$ cat config.mk
export PLATFORM = sky130hd
export DESIGN_NAME = seq_signed_divider_flat
export DESIGN_NICKNAME = d
export VERILOG_FILES = /design/src/rtl/seq_signed_divider_if.sv /design/src/rtl/seq_signed_divider.sv /design/src/flat_wrapper.sv
export SDC_FILE = /design/constraint.sdc
export NUM_CORES = 1
export LEC_CHECK = 0
export ABC_AREA = 1
export BUFFER_PORTS_ARGS = -buffer_cell sky130_fd_sc_hd__buf_4
export CAP_MARGIN = 20
export CORE_AREA = 5 5 183 185
export CTS_BUF_LIST = sky130_fd_sc_hd__clkbuf_8
export DETAILED_ROUTE_END_ITERATION = 7
export DIE_AREA = 0 0 188 190
export GPL_TIMING_DRIVEN = 0
export SYNTH_ARGS = -nofsm -noshare
export SYNTH_HDL_FRONTEND = slang
export SYNTH_SLANG_ARGS = --single-unit
$ cat constraint.sdc
create_clock -name clk -period 4.7 [get_ports clk]
set_input_delay 0.94 -clock clk [delete_from_list [all_inputs] [get_ports clk]]
set_output_delay 0.94 -clock clk [all_outputs]
set_load 0.05 [all_outputs]
$ cat src/rtl/seq_signed_divider_if.sv
// Handshake and result bundle between the ALU sequencer and the signed divider.
interface seq_signed_divider_if #(
    parameter int unsigned WIDTH = 32
);
    logic               start;
    logic [WIDTH-1:0]   dividend;
    logic [WIDTH-1:0]   divisor;
    logic               busy;
    logic               done;
    logic               div_by_zero;
    logic [WIDTH-1:0]   quotient;
    logic [WIDTH-1:0]   remainder;
    logic [2*WIDTH-1:0] result;

    modport master (
        output start, dividend, divisor,
        input  busy, done, div_by_zero, quotient, remainder, result
    );

    modport slave (
        input  start, dividend, divisor,
        output busy, done, div_by_zero, quotient, remainder, result
    );
endinterface

$ cat src/rtl/seq_signed_divider.sv
// Multi-cycle signed divider: magnitude restoring shift-subtract, one quotient bit
// per clock, then sign fixup of quotient and remainder for the HI/LO result path.
module seq_signed_divider #(
    parameter int unsigned WIDTH = 32
) (
    input  logic                 clk,
    input  logic                 rst_n,
    seq_signed_divider_if.slave  bus
);
    localparam int unsigned CW = $clog2(WIDTH);

    typedef enum logic [1:0] {IDLE, DIVIDE, FIXUP, DONE} state_t;

    state_t           state, state_d;
    logic [WIDTH-1:0] dvd, dvd_d;     // dividend magnitude, shifted out as quotient shifts in
    logic [WIDTH-1:0] dsr, dsr_d;
    logic [WIDTH-1:0] rem, rem_d;
    logic [WIDTH-1:0] quo, quo_d;
    logic [WIDTH-1:0] rmo, rmo_d;
    logic [CW-1:0]    cnt, cnt_d;
    logic             sign_q, sign_q_d, sign_r, sign_r_d;
    logic             busy, busy_d, done, done_d, dbz, dbz_d;
    logic [WIDTH:0]   rem_sh, trial;

    // Next-state and datapath update
    always_comb begin
        state_d  = state;
        dvd_d    = dvd;
        dsr_d    = dsr;
        rem_d    = rem;
        quo_d    = quo;
        rmo_d    = rmo;
        cnt_d    = cnt;
        sign_q_d = sign_q;
        sign_r_d = sign_r;
        dbz_d    = dbz;
        rem_sh   = {rem, dvd[WIDTH-1]};
        trial    = rem_sh - {1'b0, dsr};

        case (state)
            IDLE, DONE: begin
                if (state == DONE) state_d = IDLE;
                if (bus.start) begin
                    // -(-2^(WIDTH-1)) wraps to itself, which is the correct unsigned magnitude
                    dvd_d    = bus.dividend[WIDTH-1] ? WIDTH'(-bus.dividend) : bus.dividend;
                    dsr_d    = bus.divisor[WIDTH-1]  ? WIDTH'(-bus.divisor)  : bus.divisor;
                    sign_q_d = bus.dividend[WIDTH-1] ^ bus.divisor[WIDTH-1];
                    sign_r_d = bus.dividend[WIDTH-1];
                    rem_d    = '0;
                    cnt_d    = '0;
                    if (bus.divisor == '0) begin
                        state_d = DONE;
                        quo_d   = '0;
                        rmo_d   = bus.dividend;
                        dbz_d   = 1'b1;
                    end else begin
                        state_d = DIVIDE;
                        dbz_d   = 1'b0;
                    end
                end
            end
            DIVIDE: begin
                if (!trial[WIDTH]) begin
                    rem_d = trial[WIDTH-1:0];
                    dvd_d = {dvd[WIDTH-2:0], 1'b1};
                end else begin
                    rem_d = rem_sh[WIDTH-1:0];
                    dvd_d = {dvd[WIDTH-2:0], 1'b0};
                end
                cnt_d = cnt + CW'(1);
                if (cnt == CW'(WIDTH - 1)) state_d = FIXUP;
            end
            FIXUP: begin
                quo_d   = sign_q ? WIDTH'(-dvd) : dvd;
                rmo_d   = sign_r ? WIDTH'(-rem) : rem;
                state_d = DONE;
            end
            default: state_d = IDLE;
        endcase

        busy_d = (state_d == DIVIDE) || (state_d == FIXUP);
        done_d = (state_d == DONE);
    end

    always_ff @(posedge clk or negedge rst_n) begin
        if (!rst_n) begin
            state  <= IDLE;
            dvd    <= '0;
            dsr    <= '0;
            rem    <= '0;
            quo    <= '0;
            rmo    <= '0;
            cnt    <= '0;
            sign_q <= 1'b0;
            sign_r <= 1'b0;
            busy   <= 1'b0;
            done   <= 1'b0;
            dbz    <= 1'b0;
        end else begin
            state  <= state_d;
            dvd    <= dvd_d;
            dsr    <= dsr_d;
            rem    <= rem_d;
            quo    <= quo_d;
            rmo    <= rmo_d;
            cnt    <= cnt_d;
            sign_q <= sign_q_d;
            sign_r <= sign_r_d;
            busy   <= busy_d;
            done   <= done_d;
            dbz    <= dbz_d;
        end
    end

    assign bus.busy        = busy;
    assign bus.done        = done;
    assign bus.div_by_zero = dbz;
    assign bus.quotient    = quo;
    assign bus.remainder   = rmo;
    assign bus.result      = {rmo, quo};
endmodule

$ cat src/flat_wrapper.sv
// flat-port wrapper written by rule: the top's interface ports become plain ports
module seq_signed_divider_flat 
#(
    parameter int unsigned WIDTH = 32
)
  (clk, rst_n, bus_start, bus_dividend, bus_divisor, bus_busy, bus_done, bus_div_by_zero, bus_quotient, bus_remainder, bus_result);
  seq_signed_divider_if #(.WIDTH(WIDTH)) bus_i ();
  input  logic clk;
  input  logic rst_n;
  input wire logic [$bits(bus_i.start)-1:0] bus_start;
  input wire logic [$bits(bus_i.dividend)-1:0] bus_dividend;
  input wire logic [$bits(bus_i.divisor)-1:0] bus_divisor;
  output wire logic [$bits(bus_i.busy)-1:0] bus_busy;
  output wire logic [$bits(bus_i.done)-1:0] bus_done;
  output wire logic [$bits(bus_i.div_by_zero)-1:0] bus_div_by_zero;
  output wire logic [$bits(bus_i.quotient)-1:0] bus_quotient;
  output wire logic [$bits(bus_i.remainder)-1:0] bus_remainder;
  output wire logic [$bits(bus_i.result)-1:0] bus_result;
  assign bus_i.start = bus_start;
  assign bus_i.dividend = bus_dividend;
  assign bus_i.divisor = bus_divisor;
  assign bus_busy = bus_i.busy;
  assign bus_done = bus_i.done;
  assign bus_div_by_zero = bus_i.div_by_zero;
  assign bus_quotient = bus_i.quotient;
  assign bus_remainder = bus_i.remainder;
  assign bus_result = bus_i.result;
  seq_signed_divider #(.WIDTH(WIDTH)) u_core (.clk(clk), .rst_n(rst_n), .bus(bus_i));
endmodule
==> metrics.cfg, run 1 <==
[synthesis]
synthArstFlopShare_pct=100.0
ys_ff_latch=172
yosys_warnings=0
yosysMostFrequentCell=nand2_1
yosysTopAreaCell=dfrtp_1
synth_flop_cell=dfrtp_1
yosys-top-cells-area=dfrtp_1 (31%), nand2_1 (19%), inv_1 (7.8%)
syn-num-nets=2273
synth_commonest_cells=nand2_1 (700), inv_1 (293), nand3_1 (206)
synth.cell_area_mm2=0.01403
seq_area_frac_synth_pct=30.68
syn_area_per_cell_um2=6.482
yosys.area.top_type_share_pct=30.68
syn_inst=2164
yosysUniqueCellTypes=49
synth_edf_count=0

[die]
die_area_mm2=0.03572
core_mm2=0.03188
die_w_um=188
top_level_ports=198
start_util_pct=44.01
rows=66
die_h_um=190

[global_route]
grt_overflow=0
globalRouteTotalUtil_pct=28.36
grt_pass1_vias=13790
grt_start_max_net_pins=110
grt_first_pass_wirelength_um=79170
antenna_found_initial=0

[power_and_ir_drop]
power_density_mw_per_mm2=642.5
ir_drop_mv=0.4018
p_leak_nw=8.857

[critical_path]
rrSetupSlack_ns=1.93
crit_fanout=10
worstPathRequired_ns=5.09
crit_arrival_ns=3.16
worstSetupStartpointType=flop
endpoint_kind=flop
crit_type=reg2reg

[run]
drv_cap=0

[placement]
place_congestion=0.9583
dpl-instance-area_mm2=0.01604
io_buffers=196
dp_hpwl_um=42800

[clock_tree]
clock_sinks=172
cts_resized=0
cts_buffers=17
clock-root-buffer=clkbuf_8
cts.htree.levels=4
cts_tree=done
cts_setup_buffers=0
cts_max_path_buffers=2
holdBufCountCts=0
clock_latency_ns=0.51
cts.clk_slew.worst_paths_ns=0.10

[sta]
worst_slew_pin_slew_ns=0.7964
fmaxAchievable_mhz=361.6
fin_setup_tns_ns=0
rsz0062_at_grt=no
post-route-period-util_pct=58.84
fin_worst_skew_ns=0.02056
report.final.slew_viol_count=0
period_needed_ns=2.765
setup_violations=0
hold_viol=0
slew_headroom_pct=46.50

[run_status]
status=completed

[finish]
drive_gt1_share_pct=14.71
syn_to_final_growth_pct=17.13
finish.utilization_pct=51.54
fin_area_mm2=0.01643
fillerInstances=3349
nets=2489

[routing]
ant_nets=0
drt_iter0_drc=1121
wire_per_inst_um=18.31
via_per_inst=5.170
wl_um=51310
drc=0
drt_pass1_iterations=6
dr_total_vias=14490

[min_path]
min_path_type=in2async

## cell families after synthesis
family	Yosys count	share of synthesized area (%)
buffers and inverters	427	13.71
AND/OR/NAND/NOR	1185	35.99
XOR/XNOR	88	5.495
flip-flops	172	30.68
adder cells (fa/ha/maj)	42	3.800
AO/OA/AOI/OAI	250	10.32
## cells in the final DEF, fill, tap and decap left out, types with 7 or more instances in the layout
| master | instances |
|---|---|
| inv_1 | 294 |
| buf_6 | 8 |
| clkbuf_8 | 18 |
| nand2_1 | 700 |
| clkbuf_1 | 35 |
| buf_2 | 9 |
| a21oi_1 | 47 |
| nand3b_1 | 19 |
| nand2_2 | 9 |
| ha_1 | 41 |
| o21ai_1 | 22 |
| nor2_1 | 171 |
| o21ai_0 | 105 |
| nand4_1 | 29 |
| nand3_1 | 206 |
| buf_1 | 7 |
| dfrtp_1 | 172 |
| xnor2_1 | 10 |
| o22ai_1 | 15 |
| o221ai_1 | 10 |
| or2_2 | 7 |
| o21bai_1 | 16 |
| o211ai_1 | 17 |
| buf_4 | 261 |
| nor3_1 | 17 |
| xor2_1 | 78 |
## cell type report
type | instances | area (µm²) | share of cell area, %
Clock buffer | 18 | 247.7 | 1.508
Antenna cell | 1 | 2.502 | 0.01523
Sequential cell | 172 | 4304 | 26.20
Inverter | 301 | 1130 | 6.877
Tap cell | 408 | 510.5 | 3.107
Clock inverter | 14 | 135.1 | 0.8225
Buffer | 126 | 793.3 | 4.828
Timing Repair Buffer | 197 | 1506 | 9.169
Multi-Input combinational cell | 1565 | 7800 | 47.48
## power breakdown
part / internal [mW] / leakage (nW) / switching, mW
Clock: 0.442 / 0.187 / 0.618
Sequential: 1.93 / 2.14 / 0.508
Combinational: 2.33 / 6.53 / 4.73
Total: 4.70 / 8.86 / 5.85
## worst max-delay path, cell delays in order (launching register included)
cell	delay [ns]
dfrtp_1	0.42
inv_1	0.16
ha_1	0.25
fa_1	0.40
inv_1	0.12
nand2_1	0.06
nand2_1	0.07
nand3_1	0.11
nand2_2	0.13
nand2_2	0.07
nand2_2	0.09
nand2_4	0.08
nand2_4	0.09
nand2_2	0.10
nand2_4	0.12
buf_6	0.14
nand2_1	0.07
nand3_1	0.10
nand2_1	0.06
## worst paths after layout
path	start	to	cells after the start
min in group clk	u_core.dsr[28]$_DFFE_PN0P_	u_core.dsr[28]$_DFFE_PN0P_	2
max reg2reg	u_core.dvd[31]$_DFFE_PN0P_	u_core.rem[22]$_DFFE_PN0P_	18
max in group asynchronous	rst_n	u_core.dsr[18]$_DFFE_PN0P_	2
max	u_core.dvd[31]$_DFFE_PN0P_	u_core.rem[22]$_DFFE_PN0P_	18
min	rst_n	u_core.bus.remainder[21]$_DFFE_PN0P_	1
min reg2reg	u_core.dsr[28]$_DFFE_PN0P_	u_core.dsr[28]$_DFFE_PN0P_	2
## registers in the layout, indices dropped and copies added, names as in the netlist
register and flops:
u_core.dsr 32, u_core.bus.done 1, u_core.bus.quotient 32, u_core.dvd 32
u_core.cnt 5, u_core.bus.busy 1, u_core.rem 32, u_core.sign_r 1
u_core.bus.div_by_zero 1, u_core.bus.remainder 32, u_core.state 2, u_core.sign_q 1
## through the flow
stage | worst slack (ns) | power (mW) | cells | hold slack (ns)
final | 1.935 | 10.56 | 2802 | 0.3675
after global routing | 1.758 | 11.59 | 2801 | 0.3890
after CTS | 1.955 | 10.51 | 2801 | 0.3719
after detailed placement | 1.539 | 9.428 | 2769 | 0.4674
after global placement | 1.552 | 9.341 | 2768 | 0.4702
after floorplan | 2.271 | 7.393 | 2164 | 0.4489
## per-layer routing
metal | share of wire, % | GRT usage (%)
met1 | 43 | 36.37
met2 | 49 | 50.10
met3 | 5.0 | 3.688
met4 | 2.8 | 8.413
met5 | 0 | 0
Note: power is estimated with default switching activity, not from simulation.
==> run 2, diff against run 1 <==
--- a/config.mk
+++ b/config.mk
@@ -5,14 +5,15 @@
 export SDC_FILE = /design/constraint.sdc
 export NUM_CORES = 1
 export LEC_CHECK = 0
-export ABC_AREA = 1
+export ABC_AREA = 0
 export BUFFER_PORTS_ARGS = -buffer_cell sky130_fd_sc_hd__buf_4
 export CAP_MARGIN = 20
-export CORE_AREA = 5 5 183 185
+export CORE_AREA = 5 5 169 171
 export CTS_BUF_LIST = sky130_fd_sc_hd__clkbuf_8
 export DETAILED_ROUTE_END_ITERATION = 7
-export DIE_AREA = 0 0 188 190
+export DIE_AREA = 0 0 174 176
 export GPL_TIMING_DRIVEN = 0
+export PLACE_DENSITY = 0.68
 export SYNTH_ARGS = -nofsm -noshare
 export SYNTH_HDL_FRONTEND = slang
 export SYNTH_SLANG_ARGS = --single-unit
==> constraint.sdc (replaced) <==
create_clock -name clk -period 2.5 [get_ports clk]
set_input_delay 0.5 -clock clk [delete_from_list [all_inputs] [get_ports clk]]
set_output_delay 0.5 -clock clk [all_outputs]
set_load 0.05 [all_outputs]
==> run 2 against run 1 <==
Compared with the run above: the flow now finishes with violations (negative setup slack); hold slack worse by 0.045 ns; sequential power up 64%; die area down 14%; setup slack worse by 2.4 ns; largest cell class unchanged; highest routed layer unchanged.
==> metrics.cfg, run 2 <==
[clock_tree]
cts_max_path_buffers=2  ; unchanged
cts.clk_slew.worst_paths_ns=0.10  ; about the same
cts.htree.levels=4  ; unchanged
clock_latency_ns=0.48  ; was 0.51 ns
clock_sinks=172  ; unchanged
cts_buffers=17  ; unchanged
clock-root-buffer=clkbuf_8  ; unchanged
cts_tree=done  ; unchanged

[global_route]
grtUsageMet3_pct=3.683  ; was 3.688%
grt_start_max_net_pins=102  ; was 110
met1_usage_pct=29.27  ; was 36.37%
grt_overflow=0  ; unchanged
antenna_found_initial=0  ; unchanged
grt_pass1_vias=11350  ; was 13,790
grt_first_pass_wirelength_um=60420  ; was 79,170 µm
grt_busiest_layer=met2  ; unchanged
use_met2_pct=43.74  ; was 50.10%
globalRouteTotalUtil_pct=24.26  ; was 28.36%

[synthesis]
synth_flop_cell=dfrtp_1  ; unchanged
synth.area.mux_share_pct=2.889  ; was 0%
yosys_warnings=0  ; unchanged
synth_commonest_cells=nand2_1 (185), o21ai_0 (185), dfrtp_1 (172)  ; was nand2_1 (700), inv_1 (293), nand3_1 (206)
synth_edf_count=0  ; unchanged
yosysTopAreaCell=dfrtp_1  ; unchanged
synth-simple-area-share_pct=14.87  ; was 35.99%
syn_area_per_cell_um2=8.563  ; was 6.482 µm²
synth_top_family_by_area=compound AO/OA/AOI/OAI gates  ; was simple AND/OR/NAND/NOR gates
yosys.area_share.xor_xnor_pct=10.55  ; was 5.495%
syn-num-nets=1495  ; was 2,273
synth_compound_area_share_pct=22.71  ; was 10.32%
yosys-top-cells-area=dfrtp_1 (36%), o21ai_0 (7.8%), xor2_1 (7.7%)  ; was dfrtp_1 (31%), nand2_1 (19%), inv_1 (7.8%)
syn_inst=1386  ; was 2,164
ys_ff_latch=172  ; unchanged
synthAdderAreaFrac_pct=4.491  ; was 3.800%
seq_area_frac_synth_pct=36.27  ; was 30.68%
yosys.area.top_type_share_pct=36.27  ; was 30.68%
synthArstFlopShare_pct=100.0  ; unchanged
synth.cell_area_mm2=0.01187  ; was 0.01403 mm²
yosysUniqueCellTypes=65  ; was 49

[routing]
drt_iter0_drc=820  ; was 1,121
drc=0  ; unchanged
dr_total_vias=11520  ; was 14,490
ant_nets=0  ; unchanged
via_per_inst=5.662  ; was 5.170
wl_um=39570  ; was 51,310 µm
wire_per_inst_um=19.44  ; was 18.31 µm
drt_pass1_iterations=7  ; was 6

[finish]
nets=1790  ; was 2,489
fin_area_mm2=0.01677  ; was 0.01643 mm²
stdcell_count=2035  ; was 2,802
fillerInstances=2224  ; was 3,349
most-common-layout-cells=buf_4 (316), dfrtp_1 (147), nand2_1 (128), xor2_1 (104), o21ai_0 (97)  ; was nand2_1 (700), inv_1 (294), buf_4 (261), nand3_1 (206), dfrtp_1 (172)
syn_to_final_growth_pct=41.31  ; was 17.13%
diodes=0  ; was 1
drive_gt1_share_pct=38.61  ; was 14.71%
final_common_cell=buf_4  ; was nand2_1

[die]
core_mm2=0.02673  ; was 0.03188 mm²
die_w_um=174  ; was 188 µm
die_area_mm2=0.03062  ; was 0.03572 mm²
top_level_ports=198  ; unchanged
rows=60  ; was 66
start_util_pct=44.41  ; was 44.01%
die_h_um=176  ; was 190 µm

[critical_path]
crit_type=in2reg  ; was reg2reg
startpoint=bus_dividend[10]  ; was u_core.dvd[31]$_DFFE_PN0P_
regToRegStartpoint=u_core.rem[4]$_DFFE_PN0P_  ; was u_core.dvd[31]$_DFFE_PN0P_
crit_fanout=3  ; was 10
worstPathRequired_ns=2.85  ; was 5.09 ns
rr_worst_depth=11  ; was 18
crit_arrival_ns=3.28  ; was 3.16 ns
endpoint_kind=flop  ; unchanged
worstSetupStartpointType=input port  ; was flop

[sta]
holdWs_ns=0.3220  ; was 0.3675 ns
setup_violations=107  ; was 0
fin_setup_tns_ns=-17.47  ; was 0 ns
hold_viol=0  ; unchanged
setup_slack_ns=-0.4343  ; was 1.935 ns
fin_worst_skew_ns=0.02315  ; was 0.02056 ns
worst_slew_pin_slew_ns=0.9951  ; was 0.7964 ns
report.final.slew_viol_count=0  ; unchanged
fmaxAchievable_mhz=340.8
post-route-period-util_pct=117.4
rsz0062_at_grt=yes  ; was no
period_needed_ns=2.934
slew_headroom_pct=33.66  ; was 46.50%

[power_and_ir_drop]
power_density_mw_per_mm2=844.8  ; was 642.5 mW/mm²
p_seq_share_pct=28.2  ; was 23.1%
comb_power_share_pct=57.7  ; was 66.9%
ir_drop_mv=0.4348  ; was 0.4018 mV
power_mw=14.17  ; was 10.56 mW
clkPwrFrac_pct=14.2  ; was 10.0%
p_leak_nw=7.492  ; was 8.857 nW
p_switching_mw=6.622  ; was 5.852 mW
p_sw_share_pct=46.75  ; was 55.44%
intPower_mw=7.544  ; was 4.704 mW

[run]
drv_cap=0  ; unchanged

[run_status]
status=complete, but fails checks  ; was completed
violations=negative setup slack

[placement]
io_buffers=196  ; unchanged
dp_hpwl_um=28190  ; was 42,800 µm
dpl-instance-area_mm2=0.01409  ; was 0.01604 mm²
place_congestion=0.8732  ; was 0.9583
place_inst=1924  ; was 2,769

[min_path]
min_path_type=in2reg  ; was in2async
hold_path_depth=3
min-delay-start=bus_dividend[28]

[run 2: cell types whose count changed in the layout (fill, tap and decap cells not counted), moves of 32 or more]
| cell | before | now |
|---|---|---|
| nand3_1 | 206 | 19 |
| a22oi_1 | 0 | 32 |
| buf_4 | 261 | 316 |
| nand2_1 | 700 | 128 |
| o21ai_1 | 22 | 60 |
| nor2_1 | 171 | 49 |
| o21ai_2 | 1 | 34 |
| inv_1 | 294 | 54 |
[run 2: critical path, stage by stage]
cell and delay (ns):
buf_8 0.09, or4_4 0.53, or4_4 0.43, or4_4 0.44, or3_4 0.36, or4_4 0.48, o31ai_4 0.19, xor2_1 0.17
o21ai_1 0.08
[run 2: cell families after synthesis]
family	after synthesis
buf+inv	195
mux	34
compound gates	429
simple gates	371
xor+xnor	143
flops	172
fa+ha+maj	42
[run 2: power groups by stage]
| stage | clock [mW] | sequential (mW) | combinational [mW] |
|---|---|---|---|
| after detailed placement | 0 | 4.00 | 6.25 |
| after floorplan | 0 | 3.84 | 4.71 |
| final | 2.01 | 3.99 | 8.17 |
| after global routing | 2.11 | 4.07 | 8.88 |
| after CTS | 2.02 | 3.96 | 7.45 |
| after global placement | 0 | 3.97 | 6.16 |
[run 2: final cells by class]
class	count	area (µm²)	share of cell area [%]
plain buffers	134	1022	6.096
clock buffers	17	234.0	1.395
clock inverters	15	157.7	0.9401
inverters	55	209.0	1.246
multi-input cells	1019	7979	47.58
flip-flops and latches	172	4335	25.85
well taps	341	426.7	2.544
repair buffers	282	2406	14.35
[run 2: worst paths after layout]
| check | endpoint | slack [ns] |
|---|---|---|
| worst max register to register | u_core.rem[20]$_DFFE_PN0P_ | -0.33 |
| min in group asynchronous | u_core.bus.quotient[4]$_DFFE_PN0P_ | 0.56 |
| max in group asynchronous | u_core.rem[17]$_DFFE_PN0P_ | 1.00 |
| worst min register to register | u_core.dsr[9]$_DFFE_PN0P_ | 0.49 |
| worst max-delay path | u_core.dvd[28]$_DFFE_PN0P_ | -0.43 |
| worst min-delay path | u_core.bus.remainder[28]$_DFFE_PN0P_ | 0.32 |
[run 2: timing repair]
item | 4_1_cts | 5_1_grt
pin swaps | 57 | 58
resized for setup | 195 | 173
cloned | 6 | 7
setup endpoints to repair | 123 | 131
setup buffers | 53 | 24
hold endpoints to repair | 10 | 0
hold buffers | 1 | 0
[run 2: per-layer routing]
layer  routed length [µm]  part of all wire [%]  vias up
li1                     -                     -     5503
met1                15800                    40     5556
met2                20540                    52      382
met3                 2031                   5.1       81
met4                 1199                   3.0        0
met5                    0                     0        -
[run 2: through the flow]
stage / utilization, % / setup WS (ns)
after floorplan: - / -0.7473
after global placement: 52.59 / -1.053
after detailed placement: 52.72 / -1.100
after CTS: 59.32 / -0.4197
after global routing: 62.75 / -0.4706
final: 62.75 / -0.4343
==> run 3, diff against run 2 <==
--- a/config.mk
+++ b/config.mk
@@ -14,6 +14,7 @@
 export DIE_AREA = 0 0 174 176
 export GPL_TIMING_DRIVEN = 0
 export PLACE_DENSITY = 0.68
+export RECOVER_POWER = 25
 export SYNTH_ARGS = -nofsm -noshare
 export SYNTH_HDL_FRONTEND = slang
 export SYNTH_SLANG_ARGS = --single-unit
==> run 3 against run 2 <==
Compared with the run above: the run ends with max-capacitance violations, max-slew violations, negative setup slack left; final cell count unchanged; non-clock buffer count unchanged; fmax about the same; setup slack better by 0.0023 ns; sequential share of layout area about the same; clock skew about the same; combinational power about the same; via count unchanged; first-iteration DRC count up 0.49%; largest power group unchanged; highest routed layer unchanged.
==> metrics.cfg, run 3 (synthesis gave the netlist of run 2 again) <==
[sta]
hold_viol=0  ; unchanged
post-route-period-util_pct=117.3  ; was 117.4%
report.final.slew_viol_count=72  ; was 0
setup_violations=107  ; unchanged
slew_headroom_pct=-10.57  ; was 33.66%
period_needed_ns=2.932  ; was 2.934 ns
rsz0062_at_grt=yes  ; unchanged
worst_slew_pin_slew_ns=1.658  ; was 0.9951 ns
fin_worst_skew_ns=0.02315  ; about the same
setup_slack_ns=-0.4320  ; was -0.4343 ns
fmaxAchievable_mhz=341.1  ; was 340.8 MHz

[critical_path]
rrSetupSlack_ns=-0.34  ; was -0.33 ns
rr_worst_depth=11  ; unchanged
cp_num_cells=9  ; unchanged
crit_fanout=3  ; unchanged
crit_family=simple AND/OR/NAND/NOR gates  ; unchanged
endpoint_kind=flop  ; unchanged
r2r-end=u_core.rem[20]$_DFFE_PN0P_  ; unchanged
startpoint=bus_dividend[10]  ; unchanged
worstPathRequired_ns=2.85  ; about the same
crit_type=in2reg  ; unchanged
crit_buf_inv=1  ; unchanged
path_cells=buf_8 -> or4_4 -> or4_4 -> or4_4 -> or3_4 -> or4_4 -> o31ai_4 -> xor2_1 -> o21ai_1  ; unchanged
worstSetupStartpointType=input port  ; unchanged
crit_arrival_ns=3.28  ; about the same
slowest_stage=or4_4  ; unchanged
critPathCapture=u_core.dvd[28]$_DFFE_PN0P_  ; unchanged
slowest_delay_ns=0.53  ; about the same
regToRegStartpoint=u_core.rem[4]$_DFFE_PN0P_  ; unchanged
crit_top_cell=or4_4  ; unchanged

[placement]
io_buffers=196  ; unchanged
dp_hpwl_um=28190  ; unchanged
dpl-instance-area_mm2=0.01409  ; unchanged
place_congestion=0.8732  ; unchanged

[die]
core_mm2=0.02673  ; unchanged
die_h_um=176  ; unchanged
top_level_ports=198  ; unchanged
die_w_um=174  ; unchanged
start_util_pct=44.41  ; unchanged
die_area_mm2=0.03062  ; unchanged
rows=60  ; unchanged

[global_route]
globalRouteTotalUtil_pct=24.26  ; unchanged
grt_overflow=0  ; unchanged
grt_first_pass_wirelength_um=60420  ; unchanged
grt_start_max_net_pins=102  ; unchanged
antenna_found_initial=0  ; unchanged
grt_pass1_vias=11350  ; unchanged

[clock_tree]
cts_max_path_buffers=2  ; unchanged
cts.clk_slew.worst_paths_ns=0.10  ; about the same
cts_buffers=17  ; unchanged
cts.htree.levels=4  ; unchanged
clock_latency_ns=0.48  ; about the same
cts_tree=done  ; unchanged
clock-root-buffer=clkbuf_8  ; unchanged
clock_sinks=172  ; unchanged

[routing]
via_per_inst=5.662  ; unchanged
drc=0  ; unchanged
dr_total_vias=11520  ; unchanged
drt_pass1_iterations=7  ; unchanged
wl_um=39570  ; about the same
ant_nets=0  ; unchanged
drt_iter0_drc=824  ; was 820
wire_per_inst_um=19.44  ; about the same

[run_status]
status=complete, but fails checks  ; unchanged
violations=max-capacitance violations, max-slew violations, negative setup slack  ; was negative setup slack

[power_and_ir_drop]
p_sw_share_pct=46.79  ; was 46.75%
ir_drop_mv=0.4345  ; was 0.4348 mV
p_leak_nw=7.473  ; was 7.492 nW
p_seq_share_pct=28.2  ; about the same
intPower_mw=7.534  ; was 7.544 mW
p_switching_mw=6.624  ; was 6.622 mW
power_density_mw_per_mm2=845.7  ; was 844.8 mW/mm²
clkPwrFrac_pct=14.2  ; about the same
comb_power_share_pct=57.6  ; was 57.7%

[run]
drv_cap=1  ; was 0

[finish]
most-common-layout-cells=buf_4 (313), dfrtp_1 (147), nand2_1 (128), xor2_1 (104), o21ai_0 (97)  ; was buf_4 (316), dfrtp_1 (147), nand2_1 (128), xor2_1 (104), o21ai_0 (97)
drive_gt1_share_pct=38.43  ; was 38.61%
syn_to_final_growth_pct=41.07  ; was 41.31%
multi_input_comb_area_mm2=0.007979  ; unchanged
finish.utilization_pct=62.64  ; was 62.75%
final-seq-area_mm2=0.004335  ; unchanged
diodes=0  ; unchanged
fillerInstances=2228  ; was 2,224
final_common_cell=buf_4  ; unchanged
nets=1790  ; unchanged
fin_area_mm2=0.01674  ; was 0.01677 mm²

[min_path]
min_path_type=in2reg  ; unchanged

run 3: per-stage QoR:
step / cells / setup TNS, ns / power [mW] / worst slack (ns) / hold slack, ns
after floorplan: 1386 / -25.46 / 8.558 / -0.7473 / 0.2044
after global placement: 1923 / -96.50 / 10.12 / -1.053 / 0.4629
after detailed placement: 1924 / -93.99 / 10.25 / -1.100 / 0.4712
after CTS: 2008 / -11.87 / 13.43 / -0.4197 / 0.3171
after global routing: 2035 / -34.53 / 15.05 / -0.4706 / 0.3310
final: 2035 / -17.98 / 14.16 / -0.4320 / 0.3225
run 3: power groups by stage:
| stage | sequential, mW | clock (mW) | combinational (mW) |
|---|---|---|---|
| 3_5_place_dp | 4.00 | 0 | 6.25 |
| 3_3_place_gp | 3.97 | 0 | 6.16 |
| 5_1_grt | 4.07 | 2.11 | 8.87 |
| 2_1_floorplan | 3.84 | 0 | 4.71 |
| 6_report | 3.99 | 2.01 | 8.16 |
| 4_1_cts | 3.96 | 2.02 | 7.45 |
run 3: what timing repair did:
item,in CTS,in global routing
resized for setup,195,173
endpoints found under the setup margin,123,131
cloned,6,7
buffers inserted,53,24
pin swaps,57,58
endpoints found under the hold margin,10,0
hold buffers,1,0
run 3: layout make-up:
| cell class | instances | share of cell area [%] |
|---|---|---|
| tap | 341 | 2.549 |
| sequential | 172 | 25.90 |
| timing repair buffer | 282 | 14.20 |
| clock buffer | 17 | 1.398 |
| inverter | 55 | 1.248 |
| clock inverter | 15 | 0.9417 |
| multi-input combinational | 1019 | 47.66 |
| buffer | 134 | 6.106 |
run 3: layer usage:
layer	vias to the layer above	global-route usage [%]	wire length [µm]
li1	5505	-	-
met4	0	9.370	1195
met3	80	3.683	2000
met1	5565	29.27	15810
met5	-	0	0
met2	372	43.74	20560
run 3: how the worst min path moves through the flow:
stage,depth (start not counted),end,from
2_1_floorplan,0,u_core.bus.busy$_DFF_PN0_,rst_n
3_3_place_gp,2,u_core.dsr[16]$_DFFE_PN0P_,u_core.dsr[16]$_DFFE_PN0P_
3_5_place_dp,2,u_core.dsr[21]$_DFFE_PN0P_,u_core.dsr[21]$_DFFE_PN0P_
4_1_cts,3,u_core.bus.remainder[23]$_DFFE_PN0P_,bus_dividend[23]
5_1_grt,3,u_core.bus.remainder[28]$_DFFE_PN0P_,bus_dividend[28]
6_report,3,u_core.bus.remainder[28]$_DFFE_PN0P_,bus_dividend[28]
run 3: tightest hold or removal path, cell delays in order:
cell and delay, ns:
buf_4 0.11, a21oi_2 0.05, o21ai_1 0.10
